### src/rtl/io_port_ctrl.sv
// Memory-mapped user-I/O responder: captures the keypad operand on a debounced
// enter press and exposes result/status registers on the CPU data bus.
module io_port_ctrl #(
  parameter logic [31:0] BASE_ADDR       = 32'h0000_F000,
  parameter int unsigned DEBOUNCE_CYCLES = 4
) (
  input  logic        clk,
  input  logic        rst,
  input  logic        ce_i,
  input  logic        we_i,
  input  logic [31:0] addr_i,
  input  logic [3:0]  sel_i,
  input  logic [31:0] data_i,
  output logic [31:0] data_o,
  input  logic        enter,
  input  logic [31:0] data_show_i,
  output logic [31:0] data_show_o,
  output logic        out_o,
  output logic        int_o
);

  localparam logic [1:0] IDX_IN_DATA  = 2'd0;
  localparam logic [1:0] IDX_STATUS   = 2'd1;
  localparam logic [1:0] IDX_OUT_DATA = 2'd2;
  localparam logic [1:0] IDX_CTRL     = 2'd3;
  localparam logic [7:0] CNT_LAST     = 8'(DEBOUNCE_CYCLES - 1);

  logic        sync1_q, sync2_q;
  logic        deb_q, deb_d;
  logic [7:0]  cnt_q, cnt_d;
  logic        press;

  logic [31:0] in_data_q, in_data_d;
  logic        in_valid_q, in_valid_d;
  logic        overrun_q, overrun_d;
  logic        ie_q, ie_d;
  logic        out_q, out_d;
  logic [31:0] show_q, show_d;
  logic        int_q, int_d;

  logic        hit, rd, wr, rd_in, wr_ctrl;
  logic [1:0]  idx;
  logic        unused_addr_lsb;

  assign hit     = ce_i && (addr_i[31:4] == BASE_ADDR[31:4]);
  assign idx     = addr_i[3:2];
  assign rd      = hit && !we_i;
  assign wr      = hit && we_i;
  assign rd_in   = rd && (idx == IDX_IN_DATA);
  assign wr_ctrl = wr && (idx == IDX_CTRL) && sel_i[0];
  assign unused_addr_lsb = ^addr_i[1:0];

  always_comb begin
    data_o = 32'h0;
    if (rd) begin
      case (idx)
        IDX_IN_DATA:  data_o = in_data_q;
        IDX_STATUS:   data_o = {28'h0, ie_q, out_q, overrun_q, in_valid_q};
        IDX_OUT_DATA: data_o = show_q;
        default:      data_o = 32'h0;
      endcase
    end
  end

  // Debouncer: count consecutive cycles the synced level disagrees with the accepted level
  always_comb begin
    cnt_d = cnt_q;
    deb_d = deb_q;
    press = 1'b0;
    if (sync2_q == deb_q) begin
      cnt_d = 8'h0;
    end else if (cnt_q == CNT_LAST) begin
      deb_d = ~deb_q;
      cnt_d = 8'h0;
      press = ~deb_q;
    end else begin
      cnt_d = cnt_q + 8'd1;
    end
  end

  always_comb begin
    in_data_d  = in_data_q;
    in_valid_d = in_valid_q;
    overrun_d  = overrun_q;
    ie_d       = ie_q;
    out_d      = out_q;
    show_d     = show_q;
    int_d      = in_valid_q & ie_q;

    if (rd_in) begin
      in_valid_d = 1'b0;
      overrun_d  = 1'b0;
    end

    if (wr && (idx == IDX_OUT_DATA)) begin
      for (int b = 0; b < 4; b++) begin
        if (sel_i[b]) show_d[8*b +: 8] = data_i[8*b +: 8];
      end
      out_d = 1'b1;
    end

    if (wr_ctrl) begin
      if (data_i[0]) out_d = 1'b0;
      if (data_i[1]) overrun_d = 1'b0;
      ie_d = data_i[2];
    end

    // A press overrides any same-cycle clear; overrun only if the old value survives unread
    if (press) begin
      in_data_d  = data_show_i;
      in_valid_d = 1'b1;
      if (in_valid_q && !rd_in) overrun_d = 1'b1;
    end
  end

  always_ff @(posedge clk or negedge rst) begin
    if (!rst) begin
      sync1_q    <= 1'b0;
      sync2_q    <= 1'b0;
      deb_q      <= 1'b0;
      cnt_q      <= 8'h0;
      in_data_q  <= 32'h0;
      in_valid_q <= 1'b0;
      overrun_q  <= 1'b0;
      ie_q       <= 1'b0;
      out_q      <= 1'b0;
      show_q     <= 32'h0;
      int_q      <= 1'b0;
    end else begin
      sync1_q    <= enter;
      sync2_q    <= sync1_q;
      deb_q      <= deb_d;
      cnt_q      <= cnt_d;
      in_data_q  <= in_data_d;
      in_valid_q <= in_valid_d;
      overrun_q  <= overrun_d;
      ie_q       <= ie_d;
      out_q      <= out_d;
      show_q     <= show_d;
      int_q      <= int_d;
    end
  end

  assign data_show_o = show_q;
  assign out_o       = out_q;
  assign int_o       = int_q;

endmodule

### config.mk
export PLATFORM = sky130hd
export DESIGN_NAME = io_port_ctrl
export DESIGN_NICKNAME = d
export VERILOG_FILES = /design/src/rtl/io_port_ctrl.sv
export SDC_FILE = /design/constraint.sdc
export NUM_CORES = 1
export LEC_CHECK = 0
export CAP_MARGIN = 15
export CORE_MARGIN = 1.5
export CORE_UTILIZATION = 45
export CTS_CLUSTER_DIAMETER = 120
export CTS_CLUSTER_SIZE = 14
export DETAILED_ROUTE_END_ITERATION = 8
export PLACE_DENSITY = 0.89
export SYNTH_ARGS = -nofsm -noshare
export SYNTH_HDL_FRONTEND = slang
export SYNTH_SLANG_ARGS = --single-unit
### constraint.sdc
create_clock -name clk -period 6.13 [get_ports clk]
set_clock_uncertainty 0.15 [all_clocks]
set_input_delay 0.613 -clock clk [delete_from_list [all_inputs] [get_ports clk]]
set_output_delay 0.613 -clock clk [all_outputs]
set_load 0.02 [all_outputs]
# Word level (Yosys, flattened, before mapping)
# Index checks and enable logic that the tools add are counted.
# W data, S select, Z words.
dict set report word_totals {
  input_bits 105
  out_inout_bits 66
  register_bits 80
  wordCells 57
}
dict set report classes {
  reduce_logical 17
  n_mux 16
  n_eq_ne 6
  addsub 1
  n_bitwise 3
}
# op count
set ops {}
lappend ops {{$pmux W32 S3} 1}
lappend ops {{$mux W32} 1}
lappend ops {{$eq A28 B12 Y1 const B} 1}
lappend ops {{$mux W8} 2}
lappend ops {{$mux W1} 12}
lappend ops {{$reduce_and A2 Y1} 5}
lappend ops {{$add A8 B1 Y8 const B} 1}
lappend ops {{$eq A8 B2 Y1 const B} 1}
lappend ops {{$logic_and A1 B1 Y1} 8}
lappend ops {{$eq A2 B2 Y1 const B} 2}
lappend ops {{$eq A2 B1 Y1 const B} 1}
lappend ops {{$logic_not A1 Y1} 2}
lappend ops {{$logic_not A2 Y1} 1}
lappend ops {{$not A1 Y1} 2}
lappend ops {{$reduce_bool A2 Y1} 1}
lappend ops {{$and A1 B1 Y1} 1}
lappend ops {{$eq A1 B1 Y1} 1}

# Logic depth before layout (Yosys ltp)
dict set report logic_depth {
  word_depth 9
  ltp_mapped 6
  mapped_depth_nobuf 5
}

# Least setup slack after synthesis
# No wires, ideal clock.
dict set report synth_path {
  path_type {input -> output}
  startpoint {in addr_i[4]}
  endpoint {out data_o[13]}
  required_time_ns 5.367
  path_buffers 1
  stages 5
  t_arrival_ns 2.084
  setup_slack_ns 3.283
  path_cell_list {nor4_4 nand4_2 nor4_1 clkbuf_1 a22o_1}
}
dict set report synth_between {
  elab_chain_len 4
}
# element line_no
set synth_rtl {}
lappend synth_rtl {{start, declared} 11} ;# input logic [31:0] addr_i,
lappend synth_rtl {{$eq A28 B12 Y1} 45} ;# assign hit = ce_i && (addr_i[31:4] == BASE_ADDR[31:4]);
lappend synth_rtl {{$logic_and A1 B1 Y1} 45}
lappend synth_rtl {{$logic_and A1 B1 Y1} 47} ;# assign rd = hit && !we_i;
lappend synth_rtl {{$mux W32} 55} ;# if (rd) begin
lappend synth_rtl {{end, declared} 14} ;# output logic [31:0] data_o,
# Every way passes these cells.

# Worst setup path in the final report
dict set report layout_path {
  startpoint {in addr_i[20]}
  endpoint {out data_o[11]}
}
# The elaborated chain is that of the path after synthesis.

==> impl_metrics.json <==
{
  "setup_viol": 0,
  "finalHoldViolCount": 0,
  "grt_max_degree": 81,
  "finish.instance_area_um2": 5730,
  "syn-cell-area_um2": 3760,
  "ys_ff_latch": 80,
  "die_h_um": 94.4,
  "hpwlAfterDp_um": 7080,
  "antennaDiodeCount": 0,
  "start_util": 0.462,
  "leakagePower_nw": 2.46,
  "power.density_nw_per_um2": 234,
  "final_cell_mix": "167 x clkdlybuf4s50_1, 80 x dfrtp_1, 58 x mux2_2, 28 x a22o_1, 11 x nor2_1",
  "die_area_um2": 8910,
  "row_count": 33,
  "numCtsBuffers": 9,
  "ant_nets": 0,
  "total_power_mw": 1.34,
  "grt_pass1_vias": 3088,
  "grt_first_pass_wirelength_um": 15000,
  "worst_pin_slew_ps": 987,
  "syn-instance-count": 271,
  "wl_per_cell_um": 17.7,
  "clk_pin_slew_ps": 80,
  "finalCritPeriodShare": 0.654,
  "start_kind": "input port",
  "area_delta_synth_final_pct": 52.5,
  "synth_cell_types": 33,
  "overflow": 0,
  "fmax_mhz": 250,
  "num_vias": 2926,
  "worst-path-max-fanout": 20,
  "vias_per_cell": 5.31,
  "rsz0062_at_grt": "false",
  "worstPathArrival_ps": 3240,
  "yosysTopAreaCell": "dfrtp_1",
  "relSlewSlack": 0.342,
  "min_from": "sync1_q",
  "cts_setup_buffers": 0,
  "multi_input_area_um2": 1700,
  "clk_path_buf_depth": 2,
  "async_flop_share": 1.00,
  "cts_hold_buf": 0,
  "synth.avg_cell_area_um2": 13.9,
  "drt_wl_total_um": 9750,
  "cts_resized": 0,
  "clock-sinks": 80,
  "yosysSeqAreaShare": 0.533,
  "syn-num-nets": 377,
  "htree_levels": 3,
  "maxSlewViolCount": 0,
  "tns_ps": 0,
  "cp-end-kind": "primary output",
  "drtIter0Drc": 63,
  "critPathLaunch": "addr_i[20]",
  "io_buffer_count": 168,
  "root_buffer": "clkbuf_8",
  "fill_cells": 600,
  "drtPass1Iterations": 4,
  "whs_ps": 203,
  "fin_crit_ps": 4010,
  "required_ps": 5370,
  "yosys_warnings": 0,
  "ir_drop_mv": 0.146,
  "reg2reg_slack_ps": 3430,
  "synth_ff_type": "dfrtp_1",
  "drive_above_1_share": 0.222,
  "cts_tree": "built",
  "worstReg2RegStart": "cnt_q[0]",
  "synth_edf_count": 0,
  "worstSetupPathType": "in2out",
  "post-route-drc-count": 0,
  "synth_area_leaders": "dfrtp_1 53%, mux2_2 17%, a22o_1 6.5%",
  "chipWidth_um": 94.4,
  "placed_area_um2": 5540,
  "seqCellArea_um2": 2000,
  "mostFrequentLayoutCell": "clkdlybuf4s50_1",
  "layout.nets": 547,
  "grt_usage": 0.225,
  "num_io_pins": 171,
  "antenna_found_initial": 0,
  "fp.coreArea_um2": 8130,
  "maxCapViolations": 0,
  "clk_latency_ps": 340,
  "worst_hold_path_type": "reg2reg",
  "final_util": 0.705,
  "status": "finished, final reports clean",
  "gp_congestion": 0.768,
  "synth_top_area_frac": 0.533
}
[worst max-delay path, stage by stage]
cell and delay, ps:
clkdlybuf4s50_1 450, nor4b_4 340, nand4_4 340, nor4_2 360, buf_4 330, a22o_1 180, clkdlybuf4s50_1 630
[cell families after synthesis]
logic type	synth area share
buf+inv	0.0166
fa+ha+maj	0.00333
compound gates	0.0773
simple gates	0.137
mux	0.216
xor+xnor	0.0163
flops	0.533
[per-stage QoR]
stage          cells  worst slack (ps)
5_1_grt          551              1940
2_1_floorplan    271              3280
4_1_cts          551              2090
3_3_place_gp     535              2110
6_report         551              2120
3_5_place_dp     535              2120
[layer usage]
metal	vias to the layer above	part of all wire	track usage
met5	-	0	0
met4	0	0.018	0.0983
met3	11	0.088	0.0660
met2	122	0.51	0.378
met1	1447	0.39	0.268
li1	1346	-	-
[state kept, by name, indices dropped and copies added (netlist names)]
| name | cells |
|---|---|
| data_show_o | 32 |
| in_data_q | 32 |
| cnt_q | 8 |
| deb_q | 1 |
| ie_q | 1 |
| in_valid_q | 1 |
| int_o | 1 |
| out_o | 1 |
| overrun_q | 1 |
| sync1_q | 1 |
| sync2_q | 1 |
[synthesized netlist by cell type, drive strengths merged, types with 3 or more instances]
library cell	count
nand4	7
nor3	11
mux2i	4
nand3	11
nand2	4
nor4	5
mux2	66
a22o	28
clkbuf	6
xor2	5
nor3b	3
buf	6
nor2b	3
and2	3
dfrtp	80
a21oi	5
nor2	11
[final timing paths]
check | cells after the start | to
worst max-delay path | 7 | data_o[11]
worst min-delay path | 0 | sync2_q
worst max register to register | 4 | in_data_q[26]
worst min register to register | 0 | sync2_q
max in group asynchronous | 1 | in_data_q[6]
min in group asynchronous | 1 | data_show_o[24]
[layout make-up]
class,count,share of cell area
Timing Repair Buffer,171,0.297
Clock buffer,11,0.0229
Sequential cell,80,0.349
Multi-Input combinational cell,178,0.297
Inverter,1,0.000655
Clock inverter,5,0.0100
Tap cell,105,0.0229
[power breakdown]
part / total (mW) / internal, mW / switching [mW]
registers: 0.712 / 0.647 / 0.0654
logic: 0.252 / 0.165 / 0.0872
clock network: 0.377 / 0.188 / 0.189
Note: power is estimated with default switching activity, not from simulation.
